`src/rtl/bin2bcd_pkg.sv`:
```
// Shared types and sizing helper for the sequential binary-to-BCD converter.
package bin2bcd_pkg;

    typedef enum logic [0:0] {
        IDLE = 1'b0,
        CONV = 1'b1
    } state_t;

    // Minimum number of BCD digits that can hold 2^bin_w - 1 without overflow.
    function automatic int digits_for(input int bin_w);
        longint max_val;
        longint lim;
        int     d;
        max_val = (64'sd1 <<< bin_w) - 64'sd1;
        lim     = 64'sd10;
        d       = 1;
        for (int i = 0; i < 20; i++) begin
            if (max_val >= lim) begin
                d   = d + 1;
                lim = lim * 64'sd10;
            end else begin
                d = d;
            end
        end
        return d;
    endfunction

endpackage

```
`src/rtl/bcd_digit_adj.sv`:
```
// One BCD digit pre-shift correction: add 3 when the digit is 5 or more (4-bit wrap).
module bcd_digit_adj
    import bin2bcd_pkg::*;
(
    input  logic [3:0] din,
    output logic [3:0] dout
);

    // add-3 correction so the following doubling carries correctly into the next digit
    always_comb begin
        if (din >= 4'd5) begin
            dout = din + 4'd3;
        end else begin
            dout = din;
        end
    end

endmodule

```
`src/rtl/bin2bcd_seq.sv`:
```
// Iterative double-dabble binary-to-BCD converter, one input bit per clock.
// Optional leading-zero blanking output enabled by BIN2BCD_BLANK_EN.
module bin2bcd_seq
    import bin2bcd_pkg::*;
#(
    parameter int BIN_W  = 11,
    parameter int DIGITS = 4
)
(
    input  logic                  clk,
    input  logic                  rst_n,
    input  logic                  start,
    input  logic [BIN_W-1:0]      bin,
    output logic                  ready,
    output logic                  busy,
    output logic                  valid,
    output logic [4*DIGITS-1:0]   bcd,
    output logic                  ovf
`ifdef BIN2BCD_BLANK_EN
    ,
    output logic [DIGITS-1:0]     blank
`endif
);

    localparam int              CNT_W    = $clog2(BIN_W);
    localparam int              WORK_W   = 4 * DIGITS;
    localparam logic [CNT_W-1:0] CNT_LAST = CNT_W'(BIN_W - 1);

    state_t              state_r, state_nx;
    logic [BIN_W-1:0]    shift_r, shift_nx;
    logic [WORK_W-1:0]   work_r, work_nx;
    logic                sticky_r, sticky_nx;
    logic [CNT_W-1:0]    cnt_r, cnt_nx;
    logic [WORK_W-1:0]   bcd_r, bcd_nx;
    logic                ovf_r, ovf_nx;
    logic                valid_r, valid_nx;

    logic [WORK_W-1:0]   adj_s;
    logic [WORK_W-1:0]   work_shift_s;
    logic                carry_s;

    genvar g;
    generate
        for (g = 0; g < DIGITS; g++) begin : g_adj
            bcd_digit_adj u_adj (
                .din  (work_r[4*g +: 4]),
                .dout (adj_s[4*g +: 4])
            );
        end
    endgenerate

    // The top digit's MSB falls off the work register; it marks value >= 10^DIGITS.
    assign carry_s      = adj_s[WORK_W-1];
    assign work_shift_s = {adj_s[WORK_W-2:0], shift_r[BIN_W-1]};

`ifdef BIN2BCD_BLANK_EN
    logic [DIGITS-1:0]   blank_r, blank_nx;
    logic [DIGITS-1:0]   blank_s;
    logic                zero_above_s;

    // blank[d] set when digit d and every digit above it are zero; digit 0 always shown
    always_comb begin
        blank_s      = {DIGITS{1'b0}};
        zero_above_s = 1'b1;
        for (int d = DIGITS - 1; d >= 1; d--) begin
            zero_above_s = zero_above_s & (work_shift_s[4*d +: 4] == 4'd0);
            blank_s[d]   = zero_above_s;
        end
    end
`endif

    // next-state and datapath update for IDLE/CONV
    always_comb begin
        state_nx  = state_r;
        shift_nx  = shift_r;
        work_nx   = work_r;
        sticky_nx = sticky_r;
        cnt_nx    = cnt_r;
        bcd_nx    = bcd_r;
        ovf_nx    = ovf_r;
        valid_nx  = 1'b0;
`ifdef BIN2BCD_BLANK_EN
        blank_nx  = blank_r;
`endif
        case (state_r)
            IDLE: begin
                if (start) begin
                    state_nx  = CONV;
                    shift_nx  = bin;
                    work_nx   = {WORK_W{1'b0}};
                    sticky_nx = 1'b0;
                    cnt_nx    = {CNT_W{1'b0}};
                end else begin
                    state_nx  = IDLE;
                end
            end
            CONV: begin
                shift_nx  = {shift_r[BIN_W-2:0], 1'b0};
                work_nx   = work_shift_s;
                sticky_nx = sticky_r | carry_s;
                if (cnt_r == CNT_LAST) begin
                    state_nx = IDLE;
                    bcd_nx   = work_shift_s;
                    ovf_nx   = sticky_r | carry_s;
                    valid_nx = 1'b1;
`ifdef BIN2BCD_BLANK_EN
                    blank_nx = blank_s;
`endif
                end else begin
                    cnt_nx   = cnt_r + CNT_W'(1);
                end
            end
            default: begin
                state_nx = IDLE;
            end
        endcase
    end

    // state and result registers with synchronous active-low reset
    always_ff @(posedge clk) begin
        if (!rst_n) begin
            state_r  <= IDLE;
            shift_r  <= {BIN_W{1'b0}};
            work_r   <= {WORK_W{1'b0}};
            sticky_r <= 1'b0;
            cnt_r    <= {CNT_W{1'b0}};
            bcd_r    <= {WORK_W{1'b0}};
            ovf_r    <= 1'b0;
            valid_r  <= 1'b0;
`ifdef BIN2BCD_BLANK_EN
            blank_r  <= {DIGITS{1'b0}};
`endif
        end else begin
            state_r  <= state_nx;
            shift_r  <= shift_nx;
            work_r   <= work_nx;
            sticky_r <= sticky_nx;
            cnt_r    <= cnt_nx;
            bcd_r    <= bcd_nx;
            ovf_r    <= ovf_nx;
            valid_r  <= valid_nx;
`ifdef BIN2BCD_BLANK_EN
            blank_r  <= blank_nx;
`endif
        end
    end

    assign ready = (state_r == IDLE);
    assign busy  = (state_r == CONV);
    assign valid = valid_r;
    assign bcd   = bcd_r;
    assign ovf   = ovf_r;
`ifdef BIN2BCD_BLANK_EN
    assign blank = blank_r;
`endif

endmodule
```
`config.mk`:
```
export PLATFORM = sky130hd
export DESIGN_NAME = bin2bcd_seq
export DESIGN_NICKNAME = d
export VERILOG_FILES = /design/src/rtl/bin2bcd_pkg.sv /design/src/rtl/bcd_digit_adj.sv /design/src/rtl/bin2bcd_seq.sv
export SDC_FILE = /design/constraint.sdc
export NUM_CORES = 1
export LEC_CHECK = 0
export CAP_MARGIN = 20
export CORE_MARGIN = 2
export CORE_UTILIZATION = 54
export DETAILED_ROUTE_END_ITERATION = 10
export GPL_TIMING_DRIVEN = 0
export PLACE_DENSITY = 0.87
export RECOVER_POWER = 25
export SETUP_SLACK_MARGIN = 0.1
export SLEW_MARGIN = 10
export SYNTH_ARGS = -nofsm -noshare
export SYNTH_HDL_FRONTEND = slang
export SYNTH_HIERARCHICAL = 1
export SYNTH_SLANG_ARGS = --single-unit
```
`constraint.sdc`:
```
create_clock -name clk -period 1.54 [get_ports clk]
set_input_delay 0.308 -clock clk [delete_from_list [all_inputs] [get_ports clk]]
set_output_delay 0.308 -clock clk [all_outputs]
set_load 0.1 [all_outputs]
```
==> reports/metrics.csv <==
metric;value;unit
min_to;shift_r[7];
place_hpwl;3830;um
ys_warn_count;6;
crit_arrival;1670;ps
drt_iter0_markers;126;
relSlewSlack;62.5;%
dominantRegCellSynth;dfxtp_1;
via_per_inst;5.71;
seqPwrFrac;54.3;%
root_buffer;clkbuf_8;
fin_ws;58.3;ps
layout_commonest_cell;nand2_1;
cts_tree;yes;
avgSynthCellArea;8.11;um^2
cts_buffer_depth;2;
highest_layer;met4;
period_needed;1480;ps
async_flop_share;0;%
synth_edf_count;0;
drv_cap;0;
p_sw;640;uW
grt_antenna_before_repair;0;
worstPathRequired;1730;ps
skew;6.75;ps
hold_depth;2;
reg2reg_slack;70;ps
insertion_delay;320;ps
place_inst;390;
hold_class;register to register;
numCtsBuffers;5;
cts_hold_buf;0;
p_sw_share;25.7;%
power.share.clock;35.2;%
dieArea;0.00514;mm^2
grt-ovfl-total;0;
start_util;56.4;%
diodes;0;
power.density;769;mW/mm^2
nNetsFinal;381;
gp_congestion;0.808;
totalWireLength;6700;um
drt_pass1_iterations;4;
clock-sinks;51;
tightest_slew;562;ps
met2_length;3470;um
total_power;2490;uW
post-route-cell-area;0.00324;mm^2
yosysSeqAreaShare;41.3;%
internal_power;1850;uW
dr_wl_met3;366;um
setup_viol;0;
core;0.00438;mm^2
hp-start;shift_r[6];
min_period_over_period;96.2;%
vias;2343;
ys_types;27;
wl_per_cell;16.3;um
reg2reg_depth;7;
worstSetupPathType;input pin to register;
dp_slack;-631;ps
rsz0062_at_grt;true;
die_h;71.7;um
place_area;0.00288;mm^2
rows;24;
area_delta_synth_final;31.0;%
cellLeakagePower;0.00129;uW
yosys_register_bits;51;
ir_drop;0.803;mV
final-hold-violation-count;0;
fin_util;73.9;%
critical_path_peak_fanout;10;
worstSetupStartpointType;input pin;
max_freq;675;MHz
status;completed;
grt_use_total;24.0;%
drive_gt1_share;32.7;%
port_buffers;33;
layout_common_cells;nand2_1 (73), dfxtp_1 (41), a21oi_1 (35);
cts_htree_levels;2;
worstReg2RegStart;work_r[9];
reg2reg_to;bcd[10];
route.detailed.drc;0;
path_clk_slew;100;ps
io_pins;34;
grt_max_degree;16;
layoutNonFillerInstCount;410;
grt_pass1_wl;9670;um
wl_met1;2670;um
antenna_left;0;
synth_fp_nets;329;
finalMaxSlewViolations;0;
synth_area;0.00247;mm^2
first_global_vias;2223;
combPwrFrac;10.6;%
synth_cells;305;
cp-end-kind;register;
fp.dieW;71.7;um
==> routing by layer <==
metal,GRT usage (%),vias up
li1,-,1121
met1,26.9,1104
met2,41.7,95
met3,5.91,23
met4,13.0,0
met5,0,-
==> power by group through the flow <==
stage          combinational, uW  sequential, uW  clock (uW)
2_1_floorplan                144            1400           0
3_3_place_gp                 232            1380           0
3_5_place_dp                 235            1390           0
4_1_cts                      248            1360         878
5_1_grt                      282            1360         936
6_report                     264            1350         876
==> state kept, by name, indices dropped and copies added, names as in the netlist <==
name      count
ovf           1
sticky_r      1
cnt_r         4
work_r       16
valid         1
busy          1
bcd          16
shift_r      11
==> how the worst max path moves through the flow <==
| stage | from | endpoint | slack (ps) |
|---|---|---|---|
| detailed placement | busy | ready | -630 |
| floorplan | busy | bcd[13] | 150 |
| CTS | busy | ready | 40 |
| global route | work_r[9] | work_r[10] | 20 |
| finish | rst_n | cnt_r[1] | 60 |
| global placement | busy | ready | -640 |
==> layout make-up <==
type | count | area [um^2]
plain buffers | 18 | 113
clock buffers | 7 | 96.3
clock inverters | 1 | 6.26
fillers | 296 | 1140
inverters | 12 | 55.1
multi-input cells | 224 | 1530
flip-flops and latches | 51 | 1040
well taps | 52 | 65.1
repair buffers | 45 | 335
==> stage by stage <==
stage,hold slack [ps],TNS (ps)
after detailed placement,447,-7050
after CTS,460,0
after floorplan,429,0
after global placement,436,-6370
after global routing,477,0
final,460,0
==> worst max-delay path, cell delays in order <==
cell	delay, ps
dlygate4sd3_1	580
inv_1	150
clkbuf_1	470
o32ai_1	160
==> cell families (layout without fill, tap and decap cells) <==
kind of cell | count (synthesis) | count (layout) | share of synthesized area (%)
and+or+nand+nor | 131 | 131 | 24.4
DFF | 51 | 51 | 41.3
xor gates and xnor gates | 4 | 4 | 1.42
muxes | 15 | 15 | 6.57
buffers and inverters | 30 | 83 | 6.02
AOI/OAI and AO/OA | 64 | 64 | 15.3
adders and majority gates | 10 | 10 | 5.06
==> synth_stat cells (5+ instances only) <==
| master | n | area share (%) |
|---|---|---|
| nand2_1 | 73 | 11 |
| dfxtp_1 | 51 | 41 |
| a21oi_1 | 36 | 7.3 |
| nor2_1 | 24 | 3.6 |
| nor3b_1 | 16 | 4.9 |
| a21oi_2 | 13 | 4.6 |
| inv_1 | 12 | 1.8 |
| ha_1 | 10 | 5.1 |
| mux2_2 | 10 | 4.6 |
| buf_2 | 8 | 1.6 |
| nand2b_1 | 8 | 2.0 |
| o21ai_0 | 8 | 1.6 |
| clkbuf_1 | 5 | 0.76 |
| mux2i_1 | 5 | 2.0 |
| nor3_1 | 5 | 1.0 |
==> what timing repair did <==
action / CTS / global route
endpoints found under the setup margin: 35 / 24
setup buffers: 7 / 5
pin swaps: 8 / 14
endpoints found under the hold margin: 0 / 0
resized for setup: 125 / 43
No activity file was read; power rests on OpenSTA's default activity.
